<file path="src/rtl/ym_fp_pkg.sv">
// ym_fp_pkg
// Shared constants and the floating-point to linear conversion used by the
// YM-style serial receiver. The serial word is {exp[2:0], mant[9:0]}.
// No ports (package).
package ym_fp_pkg;

   localparam int FP_W      = 13;
   localparam int MANT_W    = 10;
   localparam int EXP_W     = 3;
   localparam int MANT_BIAS = 512;

   typedef struct packed {
      logic signed [31:0] sample;
      logic               zero_exp;
   } fp_lin_t;

   // Mantissa is offset-binary around MANT_BIAS. Exponent 1..7 scales by
   // 2^(exp-1). Exponent 0 is not a legal code from the chip, so it decodes
   // to silence and is reported through zero_exp.
   function automatic fp_lin_t fp_to_lin(input logic [FP_W-1:0] word, input int out_w);
      fp_lin_t                   res;
      logic [EXP_W-1:0]          e;
      logic signed [MANT_W:0]    m;
      logic signed [31:0]        m_ext;
      e     = word[FP_W-1 -: EXP_W];
      m     = $signed({1'b0, word[MANT_W-1:0]}) - (MANT_W+1)'(MANT_BIAS);
      m_ext = 32'(m);
      res.zero_exp = (e == '0);
      if (e == '0)
         res.sample = '0;
      else
         res.sample = m_ext <<< (e - 3'd1);
      // Keep the result within out_w bits as a signed quantity.
      for (int b = 0; b < 32; b++)
         if (b >= out_w) res.sample[b] = res.sample[out_w-1];
      return res;
   endfunction

endpackage

</file>
<file path="src/rtl/ym_fp_serial_mixer_if.sv">
// ym_fp_serial_mixer_if
// Bus bundle for the serial floating-point mixer.
//   Inputs to the mixer : BIT_EN, SH1, SH2, SDI[NUM_IN], IN_EN[NUM_IN], ERR_CLR
//   Outputs of the mixer: SMP_L/SMP_R (packed per lane), VALID_L/VALID_R,
//                         MIX_L/MIX_R, MIX_VALID_L/MIX_VALID_R, ERR[NUM_IN]
// master = stimulus side, slave = mixer side.
interface ym_fp_serial_mixer_if #(
   parameter int NUM_IN = 2,
   parameter int OUT_W  = 16
);
   logic                      BIT_EN;
   logic                      SH1;
   logic                      SH2;
   logic [NUM_IN-1:0]         SDI;
   logic [NUM_IN-1:0]         IN_EN;
   logic                      ERR_CLR;
   logic [NUM_IN*OUT_W-1:0]   SMP_L;
   logic [NUM_IN*OUT_W-1:0]   SMP_R;
   logic                      VALID_L;
   logic                      VALID_R;
   logic [OUT_W-1:0]          MIX_L;
   logic [OUT_W-1:0]          MIX_R;
   logic                      MIX_VALID_L;
   logic                      MIX_VALID_R;
   logic [NUM_IN-1:0]         ERR;

   modport master (
      output BIT_EN, SH1, SH2, SDI, IN_EN, ERR_CLR,
      input  SMP_L, SMP_R, VALID_L, VALID_R, MIX_L, MIX_R,
             MIX_VALID_L, MIX_VALID_R, ERR
   );

   modport slave (
      input  BIT_EN, SH1, SH2, SDI, IN_EN, ERR_CLR,
      output SMP_L, SMP_R, VALID_L, VALID_R, MIX_L, MIX_R,
             MIX_VALID_L, MIX_VALID_R, ERR
   );
endinterface

</file>
<file path="src/rtl/ym_fp_lane.sv">
// ym_fp_lane
// One serial input lane: 13-bit LSB-first shift register, left/right slot
// latch with float-to-linear decode, and a sticky zero-exponent flag.
//   clk, rst        : clock, synchronous active-high reset
//   bit_en, sdi     : shift strobe and serial bit
//   fall_l, fall_r  : slot latch strobes (SH1/SH2 falling edges)
//   err_clr         : clears err
//   smp_l, smp_r    : decoded samples per slot
//   err             : sticky zero-exponent flag
module ym_fp_lane
   import ym_fp_pkg::*;
#(
   parameter int OUT_W = 16
) (
   input  logic                    clk,
   input  logic                    rst,
   input  logic                    bit_en,
   input  logic                    sdi,
   input  logic                    fall_l,
   input  logic                    fall_r,
   input  logic                    err_clr,
   output logic signed [OUT_W-1:0] smp_l,
   output logic signed [OUT_W-1:0] smp_r,
   output logic                    err
);

   logic [FP_W-1:0] sr;
   fp_lin_t         dec;

   // Decode uses the register value before this cycle's shift, so a bit
   // arriving together with the slot edge belongs to the next word.
   always_comb dec = fp_to_lin(sr, OUT_W);

   always_ff @(posedge clk) begin
      if (rst) begin
         sr    <= '0;
         smp_l <= '0;
         smp_r <= '0;
         err   <= 1'b0;
      end else begin
         if (bit_en) sr <= {sdi, sr[FP_W-1:1]};
         if (fall_l) smp_l <= OUT_W'(dec.sample);
         if (fall_r) smp_r <= OUT_W'(dec.sample);
         // A new bad word overrides a simultaneous clear.
         err <= ((fall_l | fall_r) & dec.zero_exp) | (err & ~err_clr);
      end
   end

endmodule

</file>
<file path="src/rtl/ym_fp_serial_mixer.sv">
// ym_fp_serial_mixer
// N-lane receiver for YM2151/YM3012-style serial floating-point audio with
// per-side saturating mix of the enabled lanes.
//   CLK, RES : clock, synchronous active-high reset
//   bus      : ym_fp_serial_mixer_if.slave (serial inputs, framing, enables,
//              per-lane samples, mixes, valids, error flags)
// Latency: SH falling edge -> VALID 1 CLK -> MIX_VALID 1 CLK later.
module ym_fp_serial_mixer
   import ym_fp_pkg::*;
#(
   parameter int NUM_IN = 2,
   parameter int OUT_W  = 16
) (
   input  logic                   CLK,
   input  logic                   RES,
   ym_fp_serial_mixer_if.slave    bus
);

   localparam int SUM_W = OUT_W + $clog2(NUM_IN) + 1;
   localparam logic signed [SUM_W-1:0] SAT_MAX = {{(SUM_W-OUT_W+1){1'b0}}, {(OUT_W-1){1'b1}}};
   localparam logic signed [SUM_W-1:0] SAT_MIN = {{(SUM_W-OUT_W+1){1'b1}}, {(OUT_W-1){1'b0}}};

   function automatic logic signed [OUT_W-1:0] sat(input logic signed [SUM_W-1:0] v);
      if (v > SAT_MAX)
         return {1'b0, {(OUT_W-1){1'b1}}};
      else if (v < SAT_MIN)
         return {1'b1, {(OUT_W-1){1'b0}}};
      else
         return v[OUT_W-1:0];
   endfunction

   logic                      sh1_q, sh2_q;
   logic                      fall_l, fall_r;
   logic [NUM_IN*OUT_W-1:0]   smp_l_bus, smp_r_bus;
   logic [NUM_IN-1:0]         err_vec;
   logic                      vld_l_p1, vld_r_p1;
   logic                      vld_l_p2, vld_r_p2;
   logic signed [OUT_W-1:0]   mix_l_p2, mix_r_p2;
   logic signed [SUM_W-1:0]   sum_l, sum_r;

   assign fall_l = sh1_q & ~bus.SH1;
   assign fall_r = sh2_q & ~bus.SH2;

   // Stage p0 -> p1: lanes latch and decode on the slot edge
   for (genvar i = 0; i < NUM_IN; i++) begin : g_lane
      ym_fp_lane #(.OUT_W(OUT_W)) u_lane (
         .clk     (CLK),
         .rst     (RES),
         .bit_en  (bus.BIT_EN),
         .sdi     (bus.SDI[i]),
         .fall_l  (fall_l),
         .fall_r  (fall_r),
         .err_clr (bus.ERR_CLR),
         .smp_l   (smp_l_bus[i*OUT_W +: OUT_W]),
         .smp_r   (smp_r_bus[i*OUT_W +: OUT_W]),
         .err     (err_vec[i])
      );
   end

   always_comb begin
      sum_l = '0;
      sum_r = '0;
      for (int i = 0; i < NUM_IN; i++) begin
         if (bus.IN_EN[i]) begin
            sum_l = sum_l + SUM_W'($signed(smp_l_bus[i*OUT_W +: OUT_W]));
            sum_r = sum_r + SUM_W'($signed(smp_r_bus[i*OUT_W +: OUT_W]));
         end
      end
   end

   always_ff @(posedge CLK) begin
      if (RES) begin
         sh1_q    <= 1'b0;
         sh2_q    <= 1'b0;
         vld_l_p1 <= 1'b0;
         vld_r_p1 <= 1'b0;
         vld_l_p2 <= 1'b0;
         vld_r_p2 <= 1'b0;
         mix_l_p2 <= '0;
         mix_r_p2 <= '0;
      end else begin
         sh1_q    <= bus.SH1;
         sh2_q    <= bus.SH2;
         vld_l_p1 <= fall_l;
         vld_r_p1 <= fall_r;
         // Stage p1 -> p2: mix the freshly latched samples
         vld_l_p2 <= vld_l_p1;
         vld_r_p2 <= vld_r_p1;
         if (vld_l_p1) mix_l_p2 <= sat(sum_l);
         if (vld_r_p1) mix_r_p2 <= sat(sum_r);
      end
   end

   assign bus.SMP_L       = smp_l_bus;
   assign bus.SMP_R       = smp_r_bus;
   assign bus.VALID_L     = vld_l_p1;
   assign bus.VALID_R     = vld_r_p1;
   assign bus.MIX_L       = mix_l_p2;
   assign bus.MIX_R       = mix_r_p2;
   assign bus.MIX_VALID_L = vld_l_p2;
   assign bus.MIX_VALID_R = vld_r_p2;
   assign bus.ERR         = err_vec;

endmodule
</file>
<file path="src/flat_wrapper.sv">
// flat-port wrapper written by rule: the top's interface ports become plain ports
module ym_fp_serial_mixer_flat import ym_fp_pkg::*;
#(
   parameter int NUM_IN = 2,
   parameter int OUT_W  = 16
)
  (CLK, RES, bus_BIT_EN, bus_SH1, bus_SH2, bus_SDI, bus_IN_EN, bus_ERR_CLR, bus_SMP_L, bus_SMP_R, bus_VALID_L, bus_VALID_R, bus_MIX_L, bus_MIX_R, bus_MIX_VALID_L, bus_MIX_VALID_R, bus_ERR);
  ym_fp_serial_mixer_if #(.NUM_IN(NUM_IN), .OUT_W(OUT_W)) bus_i ();
  input  logic CLK;
  input  logic RES;
  input wire logic [$bits(bus_i.BIT_EN)-1:0] bus_BIT_EN;
  input wire logic [$bits(bus_i.SH1)-1:0] bus_SH1;
  input wire logic [$bits(bus_i.SH2)-1:0] bus_SH2;
  input wire logic [$bits(bus_i.SDI)-1:0] bus_SDI;
  input wire logic [$bits(bus_i.IN_EN)-1:0] bus_IN_EN;
  input wire logic [$bits(bus_i.ERR_CLR)-1:0] bus_ERR_CLR;
  output wire logic [$bits(bus_i.SMP_L)-1:0] bus_SMP_L;
  output wire logic [$bits(bus_i.SMP_R)-1:0] bus_SMP_R;
  output wire logic [$bits(bus_i.VALID_L)-1:0] bus_VALID_L;
  output wire logic [$bits(bus_i.VALID_R)-1:0] bus_VALID_R;
  output wire logic [$bits(bus_i.MIX_L)-1:0] bus_MIX_L;
  output wire logic [$bits(bus_i.MIX_R)-1:0] bus_MIX_R;
  output wire logic [$bits(bus_i.MIX_VALID_L)-1:0] bus_MIX_VALID_L;
  output wire logic [$bits(bus_i.MIX_VALID_R)-1:0] bus_MIX_VALID_R;
  output wire logic [$bits(bus_i.ERR)-1:0] bus_ERR;
  assign bus_i.BIT_EN = bus_BIT_EN;
  assign bus_i.SH1 = bus_SH1;
  assign bus_i.SH2 = bus_SH2;
  assign bus_i.SDI = bus_SDI;
  assign bus_i.IN_EN = bus_IN_EN;
  assign bus_i.ERR_CLR = bus_ERR_CLR;
  assign bus_SMP_L = bus_i.SMP_L;
  assign bus_SMP_R = bus_i.SMP_R;
  assign bus_VALID_L = bus_i.VALID_L;
  assign bus_VALID_R = bus_i.VALID_R;
  assign bus_MIX_L = bus_i.MIX_L;
  assign bus_MIX_R = bus_i.MIX_R;
  assign bus_MIX_VALID_L = bus_i.MIX_VALID_L;
  assign bus_MIX_VALID_R = bus_i.MIX_VALID_R;
  assign bus_ERR = bus_i.ERR;
  ym_fp_serial_mixer #(.NUM_IN(NUM_IN), .OUT_W(OUT_W)) u_core (.CLK(CLK), .RES(RES), .bus(bus_i));
endmodule
</file>
<file path="config.mk">
export PLATFORM = sky130hd
export DESIGN_NAME = ym_fp_serial_mixer_flat
export DESIGN_NICKNAME = d
export VERILOG_FILES = /design/src/rtl/ym_fp_pkg.sv /design/src/rtl/ym_fp_serial_mixer_if.sv /design/src/rtl/ym_fp_lane.sv /design/src/rtl/ym_fp_serial_mixer.sv /design/src/flat_wrapper.sv
export SDC_FILE = /design/constraint.sdc
export NUM_CORES = 1
export LEC_CHECK = 0
export CAP_MARGIN = 40
export CORE_ASPECT_RATIO = 0.9
export CORE_UTILIZATION = 50
export CTS_CLUSTER_DIAMETER = 150
export DETAILED_ROUTE_END_ITERATION = 7
export GPL_TIMING_DRIVEN = 1
export PLACE_DENSITY = 0.75
export SLEW_MARGIN = 20
export SYNTH_ARGS = -nofsm -noshare
export SYNTH_HDL_FRONTEND = slang
export SYNTH_HIERARCHICAL = 1
export SYNTH_SLANG_ARGS = --single-unit
</file>
<file path="constraint.sdc">
create_clock -name CLK -period 3.9 [get_ports CLK]
set_input_delay 0.585 -clock CLK [delete_from_list [all_inputs] [get_ports CLK]]
set_output_delay 0.585 -clock CLK [all_outputs]
set_load 0.03 [all_outputs]
</file>
Word level (Yosys, flattened, before mapping)
Cells that the tools add are included.
{ "word_totals": {"output_inout_bits": 102, "register_bits": 130, "elab_cells": 52, "input_bits": 10} }
{ "op_classes": {"order_cmp": 4, "n_addsub": 6, "shift": 2, "n_reduce_logical": 2, "bitwise_logic": 12, "muxes": 10} }
{ "op_table": {"columns": ["op", "count"], "rows": [
  ["16-bit 2-to-1 mux", 6],
  ["18-bit 2-to-1 mux", 4],
  ["18-bit by 16-bit adder with 18-bit output", 2],
  ["18-bit by 16-bit > comparator with 1-bit output, second input constant", 2],
  ["18-bit by 16-bit < comparator with 1-bit output, second input constant", 2],
  ["11-bit by 3-bit <<< shifter with 16-bit output", 2],
  ["10-bit by 10-bit subtractor with 11-bit output, second input constant", 2],
  ["1-bit AND", 6],
  ["3-bit logical NOT", 2],
  ["3-bit by 1-bit subtractor with 3-bit output, second input constant", 2],
  ["1-bit inverter", 3],
  ["1-bit bitwise OR", 3]
]} }

Longest topological paths before layout
Gate-level depths: netlist of run 1.
{ "logic_depth": {"depth_word": 6, "mapped_depth": 16, "depth_no_buf": 11} }

Hierarchy
The synthesis of run 1 kept the hierarchy.
{ "by_module_without_submodules": {"columns": ["mod", "area_per_inst_um2", "cells_per_inst", "seq_area_each_um2", "n_inst"], "rows": [
  ["ym_fp_lane", 2037.0, 217, 920.9, 2],
  ["ym_fp_serial_mixer", 3990.1, 520, 760.7, 1]
]} }

Worst setup path after synthesis of run 1
OpenSTA, ideal clock, no wires.
{ "synth_path": {"kind": "in2reg", "from": "input port bus_IN_EN[0]", "to": "register u_core.mix_l_p2[13] (netlist: u_core/bus.MIX_L[13])", "cell_stages": 15, "path_buffers": 4, "arrival_ps": 3637, "setup_ps": 79, "slack_ps": 183, "required_time_ps": 3821, "path_cell_list": "buf_2 clkbuf_1 clkbuf_1 and2_1 ha_1 fa_1 maj3_2 nor4b_1 a211o_1 o211ai_2 o2111ai_1 nand4bb_1 buf_2 a32o_1 a211oi_2"} }
{ "synth_between": {"elab_chain_cells": 6, "word_cells_on_any_way": 7, "cone_classes": "add/sub: 1; order compare: 2; mux: 4"} }
{ "synth_rtl": {"columns": ["element", "line_no", "text"], "rows": [
  ["start: declaration", "flat_wrapper.sv:15", "input wire logic [$bits(bus_i.IN_EN)-1:0] bus_IN_EN;"],
  ["18-bit 2-to-1 mux (*)", "ym_fp_serial_mixer.sv:64", "if (bus.IN_EN[i]) begin"],
  ["18-bit by 16-bit adder with 18-bit output", "ym_fp_serial_mixer.sv:65", "sum_l = sum_l + SUM_W'($signed(smp_l_bus[i*OUT_W +: OUT_W]));"],
  ["18-bit 2-to-1 mux (*)", "ym_fp_serial_mixer.sv:64", null],
  ["18-bit by 16-bit < comparator with 1-bit output", "ym_fp_serial_mixer.sv:26", "else if (v < SAT_MIN)"],
  ["16-bit 2-to-1 mux", "ym_fp_serial_mixer.sv:26", null],
  ["16-bit 2-to-1 mux (*)", "ym_fp_serial_mixer.sv:24", "if (v > SAT_MAX)"],
  ["end signal: assignment", "ym_fp_serial_mixer.sv:89", "if (vld_l_p1) mix_l_p2 <= sat(sum_l);"],
  ["end: declaration", "ym_fp_serial_mixer.sv:38", "logic signed [OUT_W-1:0] mix_l_p2, mix_r_p2;"]
]} }
Every way passes the cells marked *; elsewhere a longest branch is shown, timed or not.
A chain may end at the register's enable or synchronous reset.

Final worst setup path of run 1
Ends and elaborated chain as after synthesis.

==> metrics, run 1 <==
clock network latency to the later pin of the worst-skew pair=around 0.42 ns; number of flops mapped to enable cells by yosys=0; r2r endpoint=u_core/bus.MIX_L[13]; number of violations reported at the end of detailed-routing iteration 0=~570; placement-stage cell area=around 9400 um^2; critical path type=input pin to flip-flop; launching element type of the critical path=input pin; cell accounting for the most synthesized area=sky130_fd_sc_hd__dfxtp_1; Buffers on Ports=about 110; average footprint of a synthesized cell=8.45 um^2; post-route worst setup slack=between 0.3 and 0.4 ns; RSZ-0062 raised after global routing=false; P_leak=~0.0038 uW; pwr dens=~330 nW/um^2; clock input transition at the sequential cells of the worst setup and hold paths=about 0.050 ns; critical path endpoint category=flip-flop; post-synthesis instance area=8060 um^2; maximum level of the CTS H-tree=4; Synth cell types=between 70 and 80; cells resized by post-CTS repair=0; post-synthesis register bit count=between 100 and 150; most common cell in the netlist=sky130_fd_sc_hd__dfxtp_1; Max Transition Viols Final=0; top flip-flop cell by instance count after synthesis=sky130_fd_sc_hd__dfxtp_1; worst setup path startpoint=bus_IN_EN[0]; pin count of the biggest net entering global routing=76; count of endpoints failing setup in the final report=0; HPWL after DPL=between 15000 and 20000 um; Chip Height=122 um; run status=finished, final reports clean; timing-limited maximum frequency=0.280 GHz; fraction of registers with async set or reset after synthesis=0; count of cells along the worst register-to-register path=12; floorplan row count=43; slew at the pin with the worst max-slew slack=0.825 ns; setup slack of the most critical reg-to-reg path=around 0.68 ns; core footprint=between 15000 and 20000 um^2; area of the die=16600 um^2; Synth top cells by count=130 x sky130_fd_sc_hd__dfxtp_1, 122 x sky130_fd_sc_hd__nor2_1, 65 x sky130_fd_sc_hd__mux2i_1; clock share of power=0.448; I/O Pins=between 100 and 150; CTS buffer count=17; net switching power=869 uW; Finished Cell Area=9970 um^2; share of the clock period used by the worst path=0.916; maximum clock skew at final layout=between 0.006 and 0.007 ns; overflow left after global routing=0; worst-path fanout max=11; startpoint of the most critical register-to-register path=u_core/g_lane[0].u_lane/smp_l[0]; clock root buffer master=sky130_fd_sc_hd__clkbuf_16; number of hold-repair buffers added at the cts stage=0; antenna viol nets, final=0; post-placement worst setup slack=-0.0843 ns; average routed wire per standard cell=approximately 18 um; CTS Buffer Depth=2; worst slew margin relative to its limit=0.450; growth of design area from synthesis to finish=23.7%; combinational cell fraction of total power=0.124; number of synthesis warnings=6; Synthesized Nets=between 900 and 1000; initial antenna violation count=0; IR drop worst, VDD=0.332 mV; required arrival time at the worst endpoint=4.24 ns; number of maximum-capacitance constraint violations=0; number of optimization iterations in the first detailed-route pass=5; classification of the worst-slack hold path=flip-flop to flip-flop; Flop pwr share=0.428; CP arrival=just under 4 ns; antenna diode instance count=0; internal cell power=about 2400 uW; CTS tree=built; global-route wire length before repair=~36000 um; Syn Inst Count=954; All-Layer GR Usage=0.279; register area share after synthesis=0.323; total number of vias=roughly 7500; post-CTS setup buffer count=0; clock sinks=between 100 and 150; Die Wd=roughly 140 um; crit path to=u_core/bus.MIX_L[13]; net count reported at finish=~1100; ratio of cells with drive above 1 in the final layout=0.100; number of remaining DRC errors=0; Final min period=~3.6 ns; vias per cell=about 5.9; starting density of the core=0.517; Final Routed Wirelength=between 20000 and 25000 um; Sw Ratio=0.265; vias in the first global route=~6700; top cells by area, synth=sky130_fd_sc_hd__dfxtp_1 32%, sky130_fd_sc_hd__mux2i_1 8.1%, sky130_fd_sc_hd__nor2_1 5.7%; number of hold violations in the final report=0; gpl congestion=roughly 0.94; top-area cell type share of the netlist area=0.323
## cell usage in the layout, fill, tap and decap left out, drive strengths merged, types with 9 or more instances in the layout
cell / instances
a21o: 27
nand3: 24
and2: 39
clkbuf: 21
nand2: 40
a211oi: 60
nor2b: 15
nor3: 10
nand2b: 29
nor2: 122
ha: 32
o22ai: 9
dfxtp: 130
mux2i: 65
a21oi: 50
clkdlybuf4s50: 110
buf: 38
inv: 36
o21ai: 38
xnor2: 16
a22oi: 16
o32ai: 17
## metal layers
layer  GRT usage  up-vias  share of wire
li1            -     3677              -
met1       0.399     3511           0.49
met2       0.429      252           0.44
met3      0.0471       32          0.057
met4      0.0806        0          0.016
met5           0        -              0
## worst min path at each step
stage,from,to,cells past startpoint
4_1_cts,u_core/g_lane[0].u_lane/err,u_core/g_lane[0].u_lane/err,2
3_3_place_gp,u_core/g_lane[0].u_lane/err,u_core/g_lane[0].u_lane/err,2
3_5_place_dp,u_core/g_lane[0].u_lane/err,u_core/g_lane[0].u_lane/err,2
2_1_floorplan,u_core/g_lane[0].u_lane/sr[11],u_core/g_lane[0].u_lane/sr[11],2
6_report,u_core/g_lane[0].u_lane/err,u_core/g_lane[0].u_lane/err,2
5_1_grt,u_core/g_lane[0].u_lane/err,u_core/g_lane[0].u_lane/err,2
## worst max-delay path, stage by stage
cell,delay (ns)
sky130_fd_sc_hd__clkdlybuf4s50_1,0.49
sky130_fd_sc_hd__and2_1,0.19
sky130_fd_sc_hd__ha_1,0.20
sky130_fd_sc_hd__fa_1,0.46
sky130_fd_sc_hd__maj3_2,0.35
sky130_fd_sc_hd__nor4b_1,0.15
sky130_fd_sc_hd__a211o_1,0.32
sky130_fd_sc_hd__o211ai_2,0.20
sky130_fd_sc_hd__o2111ai_1,0.15
sky130_fd_sc_hd__nand4bb_1,0.22
sky130_fd_sc_hd__buf_4,0.19
sky130_fd_sc_hd__a32o_1,0.22
sky130_fd_sc_hd__a211oi_2,0.19
## final cells by class
| type | count | area [um^2] |
|---|---|---|
| clock buffers | 21 | 450 |
| clock inverters | 10 | 87.6 |
| fillers | 1356 | 5630 |
| inverters | 36 | 135 |
| multi-input cells | 721 | 5030 |
| flip-flops and latches | 130 | 2600 |
| well taps | 202 | 253 |
| repair buffers | 148 | 1410 |
## flip-flops by register name (all words and copies together) (netlist names)
name,count
u_core/sh1_q,1
u_core/g_lane.u_lane/err,2
u_core/bus.VALID_L,1
u_core/g_lane.u_lane/smp_l,32
u_core/g_lane.u_lane/smp_r,32
u_core/bus.MIX_VALID_R,1
u_core/bus.MIX_R,16
u_core/bus.MIX_VALID_L,1
u_core/sh2_q,1
u_core/bus.VALID_R,1
u_core/bus.MIX_L,16
u_core/g_lane.u_lane/sr,26
## cells by family (layout without fill, tap and decap cells)
logic type,Yosys count,in the layout,synth area share
simple gates,311,311,0.192
fa+ha+maj,39,39,0.0611
xor+xnor,20,20,0.0217
mux,73,73,0.0974
flops,130,130,0.323
buf+inv,103,215,0.0548
compound gates,278,278,0.250
## stage by stage
step	power (uW)	setup TNS (ns)	hold WS [ns]	cells	utilization
after global routing	3410	0	0.499	1268	0.639
after floorplan	1690	0	0.483	954	-
after detailed placement	1830	-0.940	0.466	1236	0.604
after CTS	3290	0	0.483	1267	0.638
after global placement	1830	0	0.460	1236	0.604
final	3280	0	0.481	1268	0.639
## power groups by stage
stage	Combinational [uW]	Sequential, uW	Clock [uW]
floorplan	215	1470	0
global placement	395	1430	0
detailed placement	399	1430	0
CTS	402	1400	1490
global route	436	1410	1560
finish	408	1400	1470
Power figures use the tool's default switching activity.
==> inputs of run 2 (changes only) <==
--- a/config.mk
+++ b/config.mk
@@ -6,12 +6,12 @@
 export NUM_CORES = 1
 export LEC_CHECK = 0
 export CAP_MARGIN = 40
-export CORE_ASPECT_RATIO = 0.9
+export CORE_ASPECT_RATIO = 2
 export CORE_UTILIZATION = 50
 export CTS_CLUSTER_DIAMETER = 150
 export DETAILED_ROUTE_END_ITERATION = 7
 export GPL_TIMING_DRIVEN = 1
-export PLACE_DENSITY = 0.75
+export PLACE_DENSITY = 0.72
 export SLEW_MARGIN = 20
 export SYNTH_ARGS = -nofsm -noshare
 export SYNTH_HDL_FRONTEND = slang
==> constraint.sdc (replaced) <==
create_clock -name CLK -period 3.6 [get_ports CLK]
set_input_delay 0.54 -clock CLK [delete_from_list [all_inputs] [get_ports CLK]]
set_output_delay 0.54 -clock CLK [all_outputs]
set_load 0.03 [all_outputs]
==> run 2 against run 1 <==
Effect of this change:
- power rose by 14%
- setup slack got worse by 0.079 ns
- flip-flop and latch count did not move
- clock power rose by 20%
- clock-buffer cell count rose by 1
- hold slack got worse by 0.011 ns
- sequential power rose by 9%
- combinational power rose by 14%
- final area rose by 5.2%
- largest cell class unchanged
==> metrics, run 2 (synthesis results as in run 1) <==
CP arrival=3.65 ns (-0.26 ns); vias per cell=5.88 (-0.14%); clock sinks=130 (unchanged); critical path endpoint category=flip-flop; maximum level of the CTS H-tree=4 (unchanged); overflow left after global routing=0 (unchanged); I/O Pins=112 (unchanged); pin count of the biggest net entering global routing=83 (+9.2%); number of buffer and inverter stages on the critical path=2 (unchanged); CTS tree=built; worst setup path startpoint=bus_IN_EN[0]; growth of design area from synthesis to finish=30.2%; core footprint=15800 um^2 (+1.1%); worst-path fanout max=18 (+7); family with the most delay on the worst path=compound AO/OA/AOI/OAI gates; net count reported at finish=1153 (+5.0%); vias in the first global route=7436 (+11%); CP Cell Sequence=clkdlybuf4s50_1, buf_4, and2_1, ha_1, a21o_1, maj3_2, a32oi_2, o21ai_1, a221o_1, o31a_2, o21ai_0, a211oi_1; Chip Height=182 um (+48%); clock input transition at the sequential cells of the worst setup and hold paths=0.06 ns (about the same); startpoint of the most critical register-to-register path=u_core/g_lane[0].u_lane/smp_l[0]; antenna diode instance count=0 (unchanged); HPWL after DPL=19400 um (+15%); classification of the worst-slack hold path=flip-flop to flip-flop; number of hold violations in the final report=0 (unchanged); Sum Neg Setup Slack=0 ns (unchanged); global-route wire length before repair=39600 um (+11%); P_leak=0.00408 uW (+8.3%); area of the die=16700 um^2 (+0.18%); r2r endpoint=u_core/bus.MIX_L[2]; initial antenna violation count=0 (unchanged); placement-stage cell area=9840 um^2 (+4.5%); gpl congestion=0.968 (+3.4%); floorplan row count=65 (+51%); registers with the most flip-flops=u_core/g_lane.u_lane/smp_l: 32 flops, u_core/g_lane.u_lane/smp_r: 32 flops, u_core/g_lane.u_lane/sr: 26 flops; ratio of cells with drive above 1 in the final layout=0.151 (+0.0502); RSZ-0062 raised after global routing=false; clock root buffer master=sky130_fd_sc_hd__clkbuf_16; number of violations reported at the end of detailed-routing iteration 0=404 (-29%); number of optimization iterations in the first detailed-route pass=5 (unchanged); Final Routed Wirelength=25400 um (+12%); Final min period=roughly 3.4 ns; number of maximum-capacitance constraint violations=0 (unchanged); pwr dens=357 nW/um^2 (+8.7%); count of cells along the worst register-to-register path=12 (unchanged); slowest cell on the critical path=sky130_fd_sc_hd__clkdlybuf4s50_1; required arrival time at the worst endpoint=3.90 ns (-0.34 ns); starting density of the core=0.511 (-0.00574); number of stages on the worst setup path=12 (-1); CTS Buffer Depth=2 (unchanged); commonest cells after routing, fill and taps aside=130 x sky130_fd_sc_hd__dfxtp_1, 122 x sky130_fd_sc_hd__nor2_1, 110 x sky130_fd_sc_hd__clkdlybuf4s50_1; maximum clock skew at final layout=0.00825 ns (+0.00132 ns); count of endpoints failing setup in the final report=0 (unchanged); timing-limited maximum frequency=0.298 GHz; max incr delay on CP=0.49 ns (about the same); share of the clock period used by the worst path=0.931; run status=finished, final reports clean; slew at the pin with the worst max-slew slack=0.746 ns (-0.0797 ns); worst slew margin relative to its limit=0.502 (+0.0521); Die Wd=91.8 um (-32%); All-Layer GR Usage=0.309 (+0.0299); average routed wire per standard cell=19.2 um (+7.7%); Max Transition Viols Final=0 (unchanged); Finished Cell Area=10500 um^2 (+5.2%); share of the core filled with cells=0.665 (+0.0261); antenna viol nets, final=0 (unchanged); total number of vias=7785 (+4.2%); number of hold-repair buffers added at the cts stage=0 (unchanged); setup slack of the most critical reg-to-reg path=0.40 ns (-0.28 ns); number of fill cells in the layout=1364 (+0.59%); number of remaining DRC errors=0 (unchanged); clock network latency to the later pin of the worst-skew pair=0.42 ns (about the same); crit path to=u_core/bus.MIX_R[8]; IR drop worst, VDD=0.336 mV (+1.2%); leading cell type in the layout, fill and taps excluded=sky130_fd_sc_hd__dfxtp_1; launching element type of the critical path=input pin; Buffers on Ports=111 (unchanged); critical path type=input pin to flip-flop; CTS buffer count=17 (unchanged)
run 2: worst reg2reg max path, stage by stage, from the launching register on:
cell and delay (ns):
sky130_fd_sc_hd__dfxtp_1 0.37, sky130_fd_sc_hd__and2_1 0.20, sky130_fd_sc_hd__ha_1 0.21, sky130_fd_sc_hd__fa_2 0.36, sky130_fd_sc_hd__maj3_2 0.32, sky130_fd_sc_hd__nor4b_1 0.14
sky130_fd_sc_hd__a211o_1 0.31, sky130_fd_sc_hd__o211ai_2 0.19, sky130_fd_sc_hd__o2111ai_1 0.17, sky130_fd_sc_hd__nand4bb_4 0.26, sky130_fd_sc_hd__buf_4 0.19, sky130_fd_sc_hd__a21o_1 0.19
sky130_fd_sc_hd__a211oi_2 0.21
run 2: timing repair:
item,CTS,global route
buffers inserted,0,0
endpoints found under the setup margin,0,17
gates resized for setup,0,3
endpoints found under the hold margin,0,0
run 2: through the flow:
stage	hold WS [ns]	cells	total power (uW)	worst slack (ns)
after floorplan	0.483	954	1830	0.00655
after global placement	0.456	1290	2000	-0.216
after detailed placement	0.460	1290	2010	-0.252
after CTS	0.475	1322	3760	0.161
after global routing	0.502	1323	3870	0.0537
final	0.470	1323	3750	0.247
run 2: how the worst min path moves through the flow:
stage	from	to	slack (ns)	depth (start not counted)
global placement	u_core/g_lane[0].u_lane/err	u_core/g_lane[0].u_lane/err	0.46	2
finish	u_core/g_lane[1].u_lane/err	u_core/g_lane[1].u_lane/err	0.47	2
global route	u_core/bus.MIX_R[6]	u_core/bus.MIX_R[6]	0.50	2
CTS	u_core/g_lane[1].u_lane/err	u_core/g_lane[1].u_lane/err	0.47	2
floorplan	u_core/g_lane[0].u_lane/sr[11]	u_core/g_lane[0].u_lane/sr[11]	0.48	2
detailed placement	u_core/g_lane[0].u_lane/err	u_core/g_lane[0].u_lane/err	0.46	2
run 2: final cells by class:
class,instances,area (um^2),area share
inverter,36,135,0.0129
timing repair buffer,203,1840,0.175
clock buffer,22,484,0.0461
clock inverter,10,125,0.0119
tap,201,251,0.0240
sequential,130,2600,0.248
multi-input combinational,721,5060,0.482
run 2: power breakdown:
part	switching (uW)	internal (uW)	total (uW)	leakage (uW)
clock	669	1100	1770	0.000285
combinational	272	192	464	0.00274
sequential	42.0	1480	1520	0.00105
total	983	2770	3750	0.00408
run 2: routing by layer:
| metal | share of wire | global-route usage |
|---|---|---|
| met5 | 0 | 0 |
| met4 | 0.063 | 0.210 |
| met3 | 0.040 | 0.0452 |
| met2 | 0.53 | 0.562 |
| met1 | 0.37 | 0.321 |
==> inputs of run 3 (changes only) <==
--- a/config.mk
+++ b/config.mk
@@ -9,6 +9,7 @@
 export CORE_ASPECT_RATIO = 2
 export CORE_UTILIZATION = 50
 export CTS_CLUSTER_DIAMETER = 150
+export CTS_CLUSTER_SIZE = 30
 export DETAILED_ROUTE_END_ITERATION = 7
 export GPL_TIMING_DRIVEN = 1
 export PLACE_DENSITY = 0.72
==> results of run 3 <==
The final DEF is identical to that of run 2; final timing and power are the same.
